### src/rtl/booth_multiplier.sv
// Sequential radix-2 Booth signed multiplier: one recoding step per clock, WIDTH steps per product.
// Optional BOOTH_DONE_EN adds a one-cycle `done` pulse coinciding with `busy` falling.
module booth_multiplier #(
    parameter int unsigned WIDTH = 8
) (
    input  logic                 clk,
    input  logic                 rst_n,
    input  logic                 start,
    input  logic [WIDTH-1:0]     A,
    input  logic [WIDTH-1:0]     B,
    output logic [2*WIDTH-1:0]   AB,
    output logic                 busy
`ifdef BOOTH_DONE_EN
    ,
    output logic                 done
`endif
);

    localparam int unsigned CW = $clog2(WIDTH + 1);

    typedef enum logic {IDLE, RUN} state_t;

    state_t           state;
    logic [WIDTH:0]   m;
    logic [WIDTH:0]   acc;
    logic [WIDTH-1:0] q;
    logic             q_1;
    logic [CW-1:0]    cnt;

    logic [WIDTH:0]   sum;
    logic [WIDTH:0]   nacc;
    logic [WIDTH-1:0] nq;
    logic             nq_1;

    // One Booth step: add/subtract M on {Q[0],Q_1}, then arithmetic shift {ACC,Q,Q_1} right.
    always_comb begin
        sum = acc;
        case ({q[0], q_1})
            2'b01:   sum = acc + m;
            2'b10:   sum = acc - m;
            default: sum = acc;
        endcase
        nacc = {sum[WIDTH], sum[WIDTH:1]};
        nq   = {sum[0], q[WIDTH-1:1]};
        nq_1 = q[0];
    end

    always_ff @(posedge clk) begin
        if (!rst_n) begin
            state <= IDLE;
            m     <= '0;
            acc   <= '0;
            q     <= '0;
            q_1   <= 1'b0;
            cnt   <= '0;
            AB    <= '0;
            busy  <= 1'b0;
`ifdef BOOTH_DONE_EN
            done  <= 1'b0;
`endif
        end else begin
`ifdef BOOTH_DONE_EN
            done <= 1'b0;
`endif
            case (state)
                IDLE: begin
                    if (start) begin
                        m     <= {A[WIDTH-1], A};
                        acc   <= '0;
                        q     <= B;
                        q_1   <= 1'b0;
                        cnt   <= CW'(WIDTH);
                        busy  <= 1'b1;
                        state <= RUN;
                    end
                end
                RUN: begin
                    acc <= nacc;
                    q   <= nq;
                    q_1 <= nq_1;
                    cnt <= cnt - CW'(1);
                    // Last step: product is the low 2*WIDTH bits of the shifted {ACC,Q}.
                    if (cnt == CW'(1)) begin
                        AB    <= {nacc[WIDTH-1:0], nq};
                        busy  <= 1'b0;
                        state <= IDLE;
`ifdef BOOTH_DONE_EN
                        done  <= 1'b1;
`endif
                    end
                end
            endcase
        end
    end

endmodule

### config.mk
export PLATFORM = sky130hd
export DESIGN_NAME = booth_multiplier
export DESIGN_NICKNAME = d
export VERILOG_FILES = /design/src/rtl/booth_multiplier.sv
export SDC_FILE = /design/constraint.sdc
export NUM_CORES = 1
export LEC_CHECK = 0
export CORE_MARGIN = 3
export CORE_UTILIZATION = 47
export DETAILED_ROUTE_END_ITERATION = 16
export MAX_ROUTING_LAYER = met4
export PLACE_DENSITY = 0.71
export SYNTH_ARGS = -nofsm -noshare
export SYNTH_HDL_FRONTEND = slang
export SYNTH_SLANG_ARGS = --single-unit
### constraint.sdc
create_clock -name clk -period 3.1 [get_ports clk]
set_clock_uncertainty 0.15 [all_clocks]
set_input_delay 0.31 -clock clk [delete_from_list [all_inputs] [get_ports clk]]
set_output_delay 0.31 -clock clk [all_outputs]
set_load 0.01 [all_outputs]
# ---- After elaboration in Yosys (flattened, before gate mapping)
# Cells that the tools add are included.
dict set report word_totals {
  out_inout_bits 17
  ff_bits 48
  inputBits 19
  word_cells 35
}
dict set report classes {
  eq_ne 5
  n_bitwise 1
  reduce_logical 3
  n_addsub 3
  mux 15
}
# operator count
set op_table {}
lappend op_table {{one-hot mux 9 bit (2 select lines)} 2}
lappend op_table {{one-hot mux 8 bit (2 select lines)} 1}
lappend op_table {{adder 9 bit} 1}
lappend op_table {{two-way mux 9 bit} 1}
lappend op_table {{subtractor 9 bit} 1}
lappend op_table {{two-way mux 8 bit} 1}
lappend op_table {{one-hot mux 4 bit (2 select lines)} 1}
lappend op_table {{one-hot mux 1 bit (2 select lines)} 3}
lappend op_table {{AND reduction 2 bit} 3}
lappend op_table {{two-way mux 1 bit} 5}
lappend op_table {{equality test 4 x 1 -> 1 bit, second input constant} 1}
lappend op_table {{two-way mux 4 bit} 1}
lappend op_table {{subtractor 4 x 1 -> 4 bit, second input constant} 1}
lappend op_table {{equality test 2 x 1 -> 1 bit, second input constant} 1}
lappend op_table {{equality test 2 bit, second input constant} 1}
lappend op_table {{!= test 2 x 1 -> 1 bit, second input constant} 1}
lappend op_table {{!= test 2 bit, second input constant} 1}
lappend op_table {{inverter 1 bit} 1}

# ---- Longest topological paths before layout
dict set report logic_depth {
  ltp_word 3
  mapped_depth 11
}

# ---- Worst setup path after synthesis
# No wires, ideal clock.
dict set report synth_timing {
  path_type {reg2reg}
  start {register q[0]}
  end {register AB[15]}
  t_arrival_ps 2373
  synth_period_minus_slack_ps 2597
  path_buffers 1
  path_slack_ps 503
  path_stages_with_launch 10
  t_required_ps 2876
  cell_sequence {dfxtp_1 ha_1 buf_2 mux2_2 fa_1 nand2b_1 a211oi_1 o21ai_0 a31o_1 a31oi_1}
}
dict set report synth_between {
  elab_chain_cells 2
  elab_cells_between_ends 3
}
# element line_no
set synth_rtl {}
lappend synth_rtl {{start: declaration} 26} ;# logic [WIDTH-1:0] q;
lappend synth_rtl {{start signal: assignment} 79} ;# q <= nq;
lappend synth_rtl {{equality test 2 bit or equality test 2 x 1 -> 1 bit (tied branches)} 38} ;# case ({q[0], q_1})
lappend synth_rtl {{one-hot mux 9 bit (2 select lines) (*)} 38}
lappend synth_rtl {{end signal: assignment} 84} ;# AB <= {nacc[WIDTH-1:0], nq};
lappend synth_rtl {{end: declaration} 11} ;# output logic [2*WIDTH-1:0] AB,
# Mark *: on every way between the ends. The rest lies on a longest branch, timed or not.
# A chain may end at the register's enable or synchronous reset.

# ---- Worst setup path after layout
dict set report layout_timing {
  start {register m[0]}
  end {register AB[15]}
}
dict set report layout_between {
  elab_chain_cells 2
  elab_cells_between_ends 3
}
# element line_no
set layout_rtl {}
lappend layout_rtl {{start: declaration} 24} ;# logic [WIDTH:0] m;
lappend layout_rtl {{start signal: assignment} 68} ;# m <= {A[WIDTH-1], A};
lappend layout_rtl {{subtractor 9 bit or adder 9 bit (tied branches)} {40, 39}}
lappend layout_rtl {{one-hot mux 9 bit (2 select lines) (*)} 38}
# Marked as above.

==> flow_summary.toml <==
[run_status]
status = "complete, no violations"

[placed_design]
gp_congestion = 0.828
port_buffers = 35
dpl-instance-area_um2 = 2850
hpwl_mm = 3.94
placed_cells_incl_taps = 399

[cells_and_area]
drive_above_1_share = 0.0618
fillers = 464
nets = 371
design_area_um2 = 2950
area_growth_pct = 20.8
fin_cells = 407
final_util = 0.604
antennaDiodeCount = 0

[global_route]
grt_pass1_vias = 2045
grt_pass1_wl_mm = 9.11
grt_max_degree = 36
grt_overflow = 0
antenna_found_initial = 0
track_usage = 0.187

[detailed_routing]
antenna_left = 0
drt-wirelength-per-cell_um = 13.1
initialDrtViolationCount = 108
remaining_drc_errors = 0
viasPerCell = 5.42
routed_wl_mm = 5.32
dr.pass1.iters = 4
vias = 2204

[setup_path]
cp_max_fo = 5
critPathLaunchType = "flop"
cp.arrival_ns = 2.96
crit_required_ns = 3.18
end_kind = "flop"
path_class = "flop to flop"

[clock_network]
clock-sinks = 47
numCtsBuffers = 5
cts_root_buf = "clkbuf_8"
hold_buffers = 0
cts_buffer_depth = 2
ctsResizeCount = 0
cts_tree = "yes"
clk_pin_slew_ns = 0.10
htreeDepth = 2
cts_setup_buffers = 0
clock_latency_ns = 0.30

[synthesis]
yosysTopAreaCellShare = 0.385
ys_ff_latch = 47
syn_nets = 340
syn_inst = 308
yosysTopAreaCell = "dfxtp_1"
netlist_area_um2 = 2440
syn_area_per_cell_um2 = 7.93
synth_most_common_cell = "dfxtp_1"
yosysWarnings = 0
synthDistinctLibCells = 47
ys_async_sr_fraction = 0
ys_top_cells_by_area = "dfxtp_1, a21oi_1, nand2_1"
synth_edf_count = 0
synth-seq-area-share = 0.385
ys.flop_type = "dfxtp_1"
synth_common_cells = "dfxtp_1, nand2_1, a21oi_1, nor2_1, clkbuf_1"

[timing]
fin_crit_sh = 0.927
final.setup.tns_ns = 0
fin_crit_ns = 2.87
finalHoldViolCount = 0
slew_viol_final = 0
fmax_ghz = 0.348
worstMarginPinSlew_ns = 0.651
setup-violations-final = 0
holdWs_ns = 0.313
slew_headroom = 0.564
rsz0062_at_grt = "no"

[power]
vdd_ir_drop_max_uv = 292
p_per_area_nw_per_um2 = 482
power.leakage_nw = 1.10

[die]
initial_core_util = 0.500
ioPinCount = 36
die_x_um = 78.1
core_um2 = 4880
rows = 25
die_y_um = 78.1
die_area_um2 = 6090

[flow_run]
max-cap-violations = 0

[worst_hold_path]
worst_hold_path_type = "flop to flop"
## state kept, by name, indices dropped and copies added (netlist names)
signal  cells
AB         16
acc         8
m           8
q           8
cnt         4
busy        1
q_1         1
state       1
## final timing paths
path                                          from                   to  slack [ns]  cells after the start
worst max-delay path             m[0]$_SDFFE_PN0P_  AB[15]$_SDFFE_PN0P_        0.23                      9
worst min-delay path            AB[6]$_SDFFE_PN0P_   AB[6]$_SDFFE_PN0P_        0.31                      2
worst max register to register   m[0]$_SDFFE_PN0P_  AB[15]$_SDFFE_PN0P_        0.23                      9
worst min register to register  AB[6]$_SDFFE_PN0P_   AB[6]$_SDFFE_PN0P_        0.31                      2
## worst max-delay path, stage by stage (launching register included)
cell	delay, ns
dfxtp_1	0.41
inv_1	0.08
ha_1	0.29
mux2_2	0.29
fa_1	0.42
nand2b_1	0.20
a211oi_1	0.30
o21ai_0	0.25
a31o_1	0.27
a31oi_1	0.15
## where the power goes
group | switching, mW | leakage, nW | internal, mW
Combinational | 0.195 | 0.665 | 0.165
Clock | 0.232 | 0.0467 | 0.167
Sequential | 0.0283 | 0.383 | 0.633
Total | 0.455 | 1.10 | 0.966
## cell usage in the layout (no fill, tap or decap), drive strengths merged, types with 2 or more instances in the layout
cell,count
a31o,4
or3b,2
a21oi,41
and2,2
nor2,37
inv,15
clkbuf,5
nand3b,2
o211ai,3
buf,5
nand3,5
or3,4
a211oi,5
a21o,3
xnor2,6
nand2,44
mux2,2
dfxtp,47
nor2b,4
mux2i,9
a31oi,5
nor3,6
nand4,3
ha,12
o21ai,12
clkdlybuf4s50,35
nand2b,3
xor2,3
## per-layer routing
layer  vias to the layer above  track usage  part of all wire
li1                       1138            -                 -
met1                      1009        0.234              0.49
met2                        49        0.301              0.45
met3                         8       0.0390             0.044
met4                         0       0.0629             0.017
met5                         -            -                 0
## kinds of logic (layout without fill, tap and decap cells)
group | count (synthesis) | after routing | share of synthesized area
xor+xnor | 9 | 9 | 0.0323
simple gates | 114 | 114 | 0.211
mux | 11 | 11 | 0.0461
compound gates | 84 | 84 | 0.208
fa+ha+maj | 13 | 13 | 0.0697
buf+inv | 30 | 62 | 0.0472
flops | 47 | 47 | 0.385
## final cells by class
| cell class | count | area [um2] | share of cell area |
|---|---|---|---|
| Multi-Input combinational cell | 231 | 1390 | 0.471 |
| Sequential cell | 47 | 941 | 0.319 |
| Tap cell | 67 | 83.8 | 0.0284 |
| Inverter | 14 | 52.6 | 0.0178 |
| Timing Repair Buffer | 40 | 388 | 0.132 |
| Clock buffer | 5 | 68.8 | 0.0233 |
| Clock inverter | 3 | 27.5 | 0.00933 |
## through the flow
stage / total power [mW] / setup WS [ns]
floorplan: 0.936 / 0.503
global placement: 1.02 / 0.296
detailed placement: 1.03 / 0.208
CTS: 1.43 / 0.185
global route: 1.50 / 0.0173
finish: 1.42 / 0.227
Note: power is estimated with default switching activity, not from simulation.
